`config.mk`:
```
export PLATFORM = sky130hd
export DESIGN_NAME = xalu_nibble_seq
export DESIGN_NICKNAME = d
export VERILOG_FILES = /design/src/rtl/xalu_pkg.sv /design/src/rtl/xalu_nib_sel.sv /design/src/rtl/xalu_nibble_seq.sv
export SDC_FILE = /design/constraint.sdc
export NUM_CORES = 1
export LEC_CHECK = 0
export ABC_AREA = 0
export CORE_ASPECT_RATIO = 0.8
export CORE_MARGIN = 2
export CORE_UTILIZATION = 54
export CTS_CLUSTER_DIAMETER = 120
export DETAILED_ROUTE_END_ITERATION = 10
export PLACE_DENSITY = 0.95
export REMOVE_ABC_BUFFERS = 1
export SLEW_MARGIN = 5
export SYNTH_ARGS = -nofsm -noshare
export SYNTH_HDL_FRONTEND = slang
export SYNTH_HIERARCHICAL = 1
export SYNTH_SLANG_ARGS = --single-unit
```
`constraint.sdc`:
```
create_clock -name clk -period 3.9 [get_ports clk]
set_input_delay 0.975 -clock clk [delete_from_list [all_inputs] [get_ports clk]]
set_output_delay 0.975 -clock clk [all_outputs]
set_load 0.05 [all_outputs]
```
`src/rtl/xalu_pkg.sv`:
```
// rtl/xalu_pkg.sv - shared types and constants for the nibble-serial ALU sequencer
// Contents: func_e (slice function codes), state_e (sequencer states),
//           WIDTH / NIBBLES / NIB_W, and nib_of() nibble extraction helper.
package xalu_pkg;

    localparam int WIDTH   = 16;
    localparam int NIBBLES = 4;
    localparam int NIB_W   = 4;

    typedef enum logic [2:0] {
        FN_ADD   = 3'd0,
        FN_AND   = 3'd1,
        FN_OR    = 3'd2,
        FN_XOR   = 3'd3,
        FN_PASSA = 3'd4,
        FN_PASSB = 3'd5,
        FN_SHR   = 3'd6,
        FN_SHL   = 3'd7
    } func_e;

    typedef enum logic [1:0] {
        ST_IDLE = 2'd0,
        ST_RUN  = 2'd1,
        ST_DONE = 2'd2
    } state_e;

    function automatic logic [NIB_W-1:0] nib_of(input logic [WIDTH-1:0] word,
                                                input logic [1:0]       sel);
        return word[{sel, 2'b00} +: NIB_W];
    endfunction

endpackage

```
`src/rtl/xalu_nib_sel.sv`:
```
// rtl/xalu_nib_sel.sv - selects one 4-bit nibble of a 16-bit word by index
// Ports: word (16-bit source), sel (nibble index 0..3, 0 = LSB), nib (selected nibble).
module xalu_nib_sel
    import xalu_pkg::*;
(
    input  logic [WIDTH-1:0] word,
    input  logic [1:0]       sel,
    output logic [NIB_W-1:0] nib
);

    assign nib = nib_of(word, sel);

endmodule

```
`src/rtl/xalu_nibble_seq.sv`:
```
// rtl/xalu_nibble_seq.sv - sequences a 16-bit operation through an external 4-bit ALU slice
// Ports: clk, rst_n (sync active-low); in_valid/in_ready request handshake with
//        op_a, op_b, func, com (and cin when XALU_SEQ_CIN_EN is defined);
//        out_valid/out_ready result handshake with result, carry, zero, neg_zero, equ;
//        alu_da, alu_db, alu_f, alu_com, alu_ci_right, alu_ci_left drive the slice;
//        alu_d, alu_co_left, alu_co_right, alu_zero, alu_neg_zero, alu_equ return from it.
// Build option: XALU_SEQ_CIN_EN adds the cin port seeding the carry at accept.
module xalu_nibble_seq
    import xalu_pkg::*;
(
    input  logic             clk,
    input  logic             rst_n,
    input  logic             in_valid,
    output logic             in_ready,
    input  logic [WIDTH-1:0] op_a,
    input  logic [WIDTH-1:0] op_b,
    input  logic [2:0]       func,
    input  logic             com,
`ifdef XALU_SEQ_CIN_EN
    input  logic             cin,
`endif
    output logic             out_valid,
    input  logic             out_ready,
    output logic [WIDTH-1:0] result,
    output logic             carry,
    output logic             zero,
    output logic             neg_zero,
    output logic             equ,
    output logic [NIB_W-1:0] alu_da,
    output logic [NIB_W-1:0] alu_db,
    output logic [2:0]       alu_f,
    output logic             alu_com,
    output logic             alu_ci_right,
    output logic             alu_ci_left,
    input  logic [NIB_W-1:0] alu_d,
    input  logic             alu_co_left,
    input  logic             alu_co_right,
    input  logic             alu_zero,
    input  logic             alu_neg_zero,
    input  logic             alu_equ
);

    state_e           state;
    logic [WIDTH-1:0] a_q;
    logic [WIDTH-1:0] b_q;
    logic             shr_q;
    logic [1:0]       idx;

    logic             cin_eff;
    logic             accept;
    logic             shr_in;
    logic [1:0]       idx_next;
    logic [1:0]       active;
    logic [1:0]       sel;
    logic [WIDTH-1:0] src_a;
    logic [WIDTH-1:0] src_b;
    logic [NIB_W-1:0] nib_a;
    logic [NIB_W-1:0] nib_b;
    logic             carry_next;

`ifdef XALU_SEQ_CIN_EN
    assign cin_eff = cin;
`else
    assign cin_eff = 1'b0;
`endif

    assign accept   = in_valid & in_ready;
    assign shr_in   = (func == FN_SHR);
    assign idx_next = idx + 2'd1;
    // Shift-right walks MSB first, so the nibble index is mirrored (3 - idx == ~idx).
    assign active   = shr_q ? ~idx : idx;
    // Right shift propagates the carry downward out of the slice's right edge.
    assign carry_next = shr_q ? alu_co_right : alu_co_left;

    // The slice inputs are registered, so the selector looks one nibble ahead:
    // at accept it picks the first nibble from the live operands, during RUN
    // it picks the following nibble from the latched operands.
    always_comb begin
        src_a = a_q;
        src_b = b_q;
        sel   = shr_q ? ~idx_next : idx_next;
        if (state == ST_IDLE) begin
            src_a = op_a;
            src_b = op_b;
            sel   = shr_in ? 2'd3 : 2'd0;
        end
    end

    xalu_nib_sel u_sel_a (
        .word (src_a),
        .sel  (sel),
        .nib  (nib_a)
    );

    xalu_nib_sel u_sel_b (
        .word (src_b),
        .sel  (sel),
        .nib  (nib_b)
    );

    always_ff @(posedge clk) begin
        if (!rst_n) begin
            state        <= ST_IDLE;
            in_ready     <= 1'b1;
            out_valid    <= 1'b0;
            result       <= '0;
            carry        <= 1'b0;
            zero         <= 1'b0;
            neg_zero     <= 1'b0;
            equ          <= 1'b0;
            idx          <= 2'd0;
            a_q          <= '0;
            b_q          <= '0;
            shr_q        <= 1'b0;
            alu_da       <= '0;
            alu_db       <= '0;
            alu_f        <= 3'd0;
            alu_com      <= 1'b0;
            alu_ci_right <= 1'b0;
            alu_ci_left  <= 1'b0;
        end else begin
            case (state)
                ST_IDLE: begin
                    if (accept) begin
                        a_q          <= op_a;
                        b_q          <= op_b;
                        shr_q        <= shr_in;
                        carry        <= cin_eff;
                        idx          <= 2'd0;
                        // Flags are ANDed per nibble, so start from all-true.
                        zero         <= 1'b1;
                        neg_zero     <= 1'b1;
                        equ          <= 1'b1;
                        in_ready     <= 1'b0;
                        alu_da       <= nib_a;
                        alu_db       <= nib_b;
                        alu_f        <= func;
                        alu_com      <= com;
                        alu_ci_right <= shr_in ? 1'b0 : cin_eff;
                        alu_ci_left  <= shr_in ? cin_eff : 1'b0;
                        state        <= ST_RUN;
                    end
                end

                ST_RUN: begin
                    result[{active, 2'b00} +: NIB_W] <= alu_d;
                    carry    <= carry_next;
                    zero     <= zero & alu_zero;
                    neg_zero <= neg_zero & alu_neg_zero;
                    equ      <= equ & alu_equ;
                    if (idx == 2'd3) begin
                        out_valid    <= 1'b1;
                        alu_da       <= '0;
                        alu_db       <= '0;
                        alu_f        <= 3'd0;
                        alu_com      <= 1'b0;
                        alu_ci_right <= 1'b0;
                        alu_ci_left  <= 1'b0;
                        state        <= ST_DONE;
                    end else begin
                        idx          <= idx_next;
                        alu_da       <= nib_a;
                        alu_db       <= nib_b;
                        alu_ci_right <= shr_q ? 1'b0 : carry_next;
                        alu_ci_left  <= shr_q ? carry_next : 1'b0;
                    end
                end

                ST_DONE: begin
                    if (out_ready) begin
                        out_valid <= 1'b0;
                        in_ready  <= 1'b1;
                        idx       <= 2'd0;
                        state     <= ST_IDLE;
                    end
                end

                default: begin
                    state     <= ST_IDLE;
                    in_ready  <= 1'b1;
                    out_valid <= 1'b0;
                end
            endcase
        end
    end

endmodule

```
==> results_dict.tcl <==
set metrics [dict create \
    status "finished clean" \
    critPathSlowestCell "o21ai_0" \
    gp_congestion 0.798 \
    cts.sinks 73 \
    yosysTopAreaCellShare_pct 39.3 \
    syn_area_mm2 0.00372 \
    final.setup.tns_ns 0 \
    max_stage_delay_ns 0.88 \
    worstPathRequired_ns 4.12 \
    max-vdd-ir-drop_mv 0.255 \
    dp.cells 542 \
    critical_path.top_delay_family "compound AO/OA/AOI/OAI gates" \
    hpwl_mm 6.30 \
    initial_core_util_pct 54.8 \
    endpoint_kind "register" \
    yosysTopAreaCell "dfxtp_1" \
    seqCellArea_mm2 0.00146 \
    grtUsageTotal_pct 25.0 \
    path_cells "ha_1 -> xnor2_1 -> o21ai_0 -> mux4_1 -> nand3_1 -> a21oi_1" \
    insertion_delay_ns 0.35 \
    drive_gt1_share_pct 13.4 \
    io_buffers 84 \
    skew_ns 0.00897 \
    antenna_found_initial 0 \
    cts_buffers 9 \
    synthCells 395 \
    yosysWarnings 6 \
    num_vias 3271 \
    synth_flop_cell "dfxtp_1" \
    grt_overflow 0 \
    critical_path_buf_inv_count 0 \
    clockRootBuffer "clkbuf_8" \
    ctsResizeCount 0 \
    max_freq_ghz 0.340 \
    antennaDiodeCount 0 \
    post_cts_buffers 0 \
    dieArea_mm2 0.00757 \
    syn_avg_cell_area_um2 9.42 \
    syn_to_final_growth_pct 28.3 \
    detail_route.first_pass.iterations 6 \
    die_w_um 96.8 \
    clk_pin_slew_worst_paths_ns 0.08 \
    multiInputGateArea_mm2 0.00210 \
    hold_viol 0 \
    p_per_area_mw_per_mm2 396 \
    fin_crit_ns 2.94 \
    final_cell_mix "89 x nand2_1, 83 x clkdlybuf4s50_1, 73 x dfxtp_1" \
    fillCellCount 468 \
    first_iter_violations 285 \
    postCtsHoldBufs 0 \
    io_pins 85 \
    start_kind "register" \
    maxSlewHeadroom_pct 24.5 \
    grt_pass1_wl_mm 15.2 \
    final_cell_count_no_fill 558 \
    grt_pass1_vias 3166 \
    cts_buffer_depth 2 \
    core_mm2 0.00679 \
    rsz0062_at_grt "no" \
    route.detailed.drc 0 \
    htree_levels 3 \
    ys_seq_elements 73 \
    crit_type "register to register" \
    ant_nets 0 \
    die_h_um 78.2 \
    async_flop_share_pct 0 \
    final_nets 516 \
    hp-class "register to register" \
    worst-slew-pin-transition_ns 1.12 \
    grt_max_degree 53 \
    ys_seq_area_share_pct 39.3 \
    ys_types 43 \
    timing.final.crit_share_pct 75.4 \
    final_common_cell "nand2_1" \
    synth_edf_count 0 \
    arrival_ns 3.16 \
    finalMaxSlewViolations 0 \
    cts_tree "done" \
    synth_area_leaders "dfxtp_1 39%, nand2_1 9.0%, mux2_2 8.5%" \
    rows 27 \
    post_drt_wl_per_cell_um 16.9 \
    p_leak_nw 1.69 \
    viasPerCell 5.86 \
    drt-total-wl_mm 9.42 \
    path_max_fanout 18 \
    max_cap_viol_count 0 \
    setup_viol 0 \
]
==> final cells by class <==
cell class,count,share of cell area [%]
clock buffer,13,3.54
clock inverter,3,0.970
inverter,2,0.157
multi-input combinational,290,44.0
sequential,73,30.6
tap,87,2.28
timing repair buffer,90,18.5
==> cells in the mapped netlist, drive strengths merged (2+ instances only) <==
cell    number
a21boi      45
a21oi       16
buf         16
clkbuf      14
dfxtp       73
inv          2
mux2        33
mux2i       16
mux4         8
nand2       89
nand2b       2
nand3       19
nand3b       9
nand4        4
nand4b       4
nor2         3
nor3b        2
o21ai       21
or3          2
or3b         3
==> per-layer routing <==
metal	share of wire [%]	track usage, %	up-vias
met5	0	0	-
met4	3.0	10.7	0
met2	49	40.9	130
met1	41	32.0	1569
met3	6.6	5.97	30
li1	-	-	1542
==> flip-flops by register name (all words and copies together) (netlist names) <==
signal,count
carry,1
b_q,16
result,16
a_q,16
alu_ci_left,1
idx,2
shr_q,1
equ,1
alu_ci_right,1
zero,1
alu_da,4
neg_zero,1
state,2
alu_com,1
in_ready,1
alu_f,3
alu_db,4
out_valid,1
==> final timing paths <==
kind               endpoint  cells after the start  startpoint  slack, ns
setup / recovery  alu_da[0]                      6      idx[0]       0.96
hold / removal       a_q[9]                      2      a_q[9]       0.45
setup reg to reg  alu_da[0]                      6      idx[0]       0.96
hold reg to reg      a_q[9]                      2      a_q[9]       0.45
==> per-stage QoR <==
step	cell area [µm²]	power [mW]	hold WS (ns)	util, %	setup slack [ns]
6_report	4770	1.89	0.453	70.3	0.960
5_1_grt	4770	1.96	0.472	70.3	0.773
4_1_cts	4770	1.89	0.455	70.3	0.963
3_5_place_dp	4560	1.26	0.445	67.1	0.927
3_3_place_gp	4560	1.25	0.436	67.1	1.05
2_1_floorplan	3570	1.10	0.431	-	1.21
==> power by group <==
group | leakage [nW] | switching (mW) | internal (mW)
clock network | 0.106 | 0.286 | 0.351
registers | 0.596 | 0.0348 | 0.790
logic | 0.989 | 0.231 | 0.197
==> worst min-delay path, stage by stage (launching register included) <==
cell	delay (ns)
dfxtp_1	0.31
nand2_1	0.05
a21boi_1	0.05
==> logic make-up after synthesis <==
group / after synthesis / share of synthesized area (%)
mux: 57 / 19.9
simple gates: 142 / 18.9
flops: 73 / 39.3
xor+xnor: 2 / 0.673
fa+ha+maj: 1 / 0.336
compound gates: 88 / 16.5
buf+inv: 32 / 4.34
Note: power is estimated with default switching activity, not from simulation.
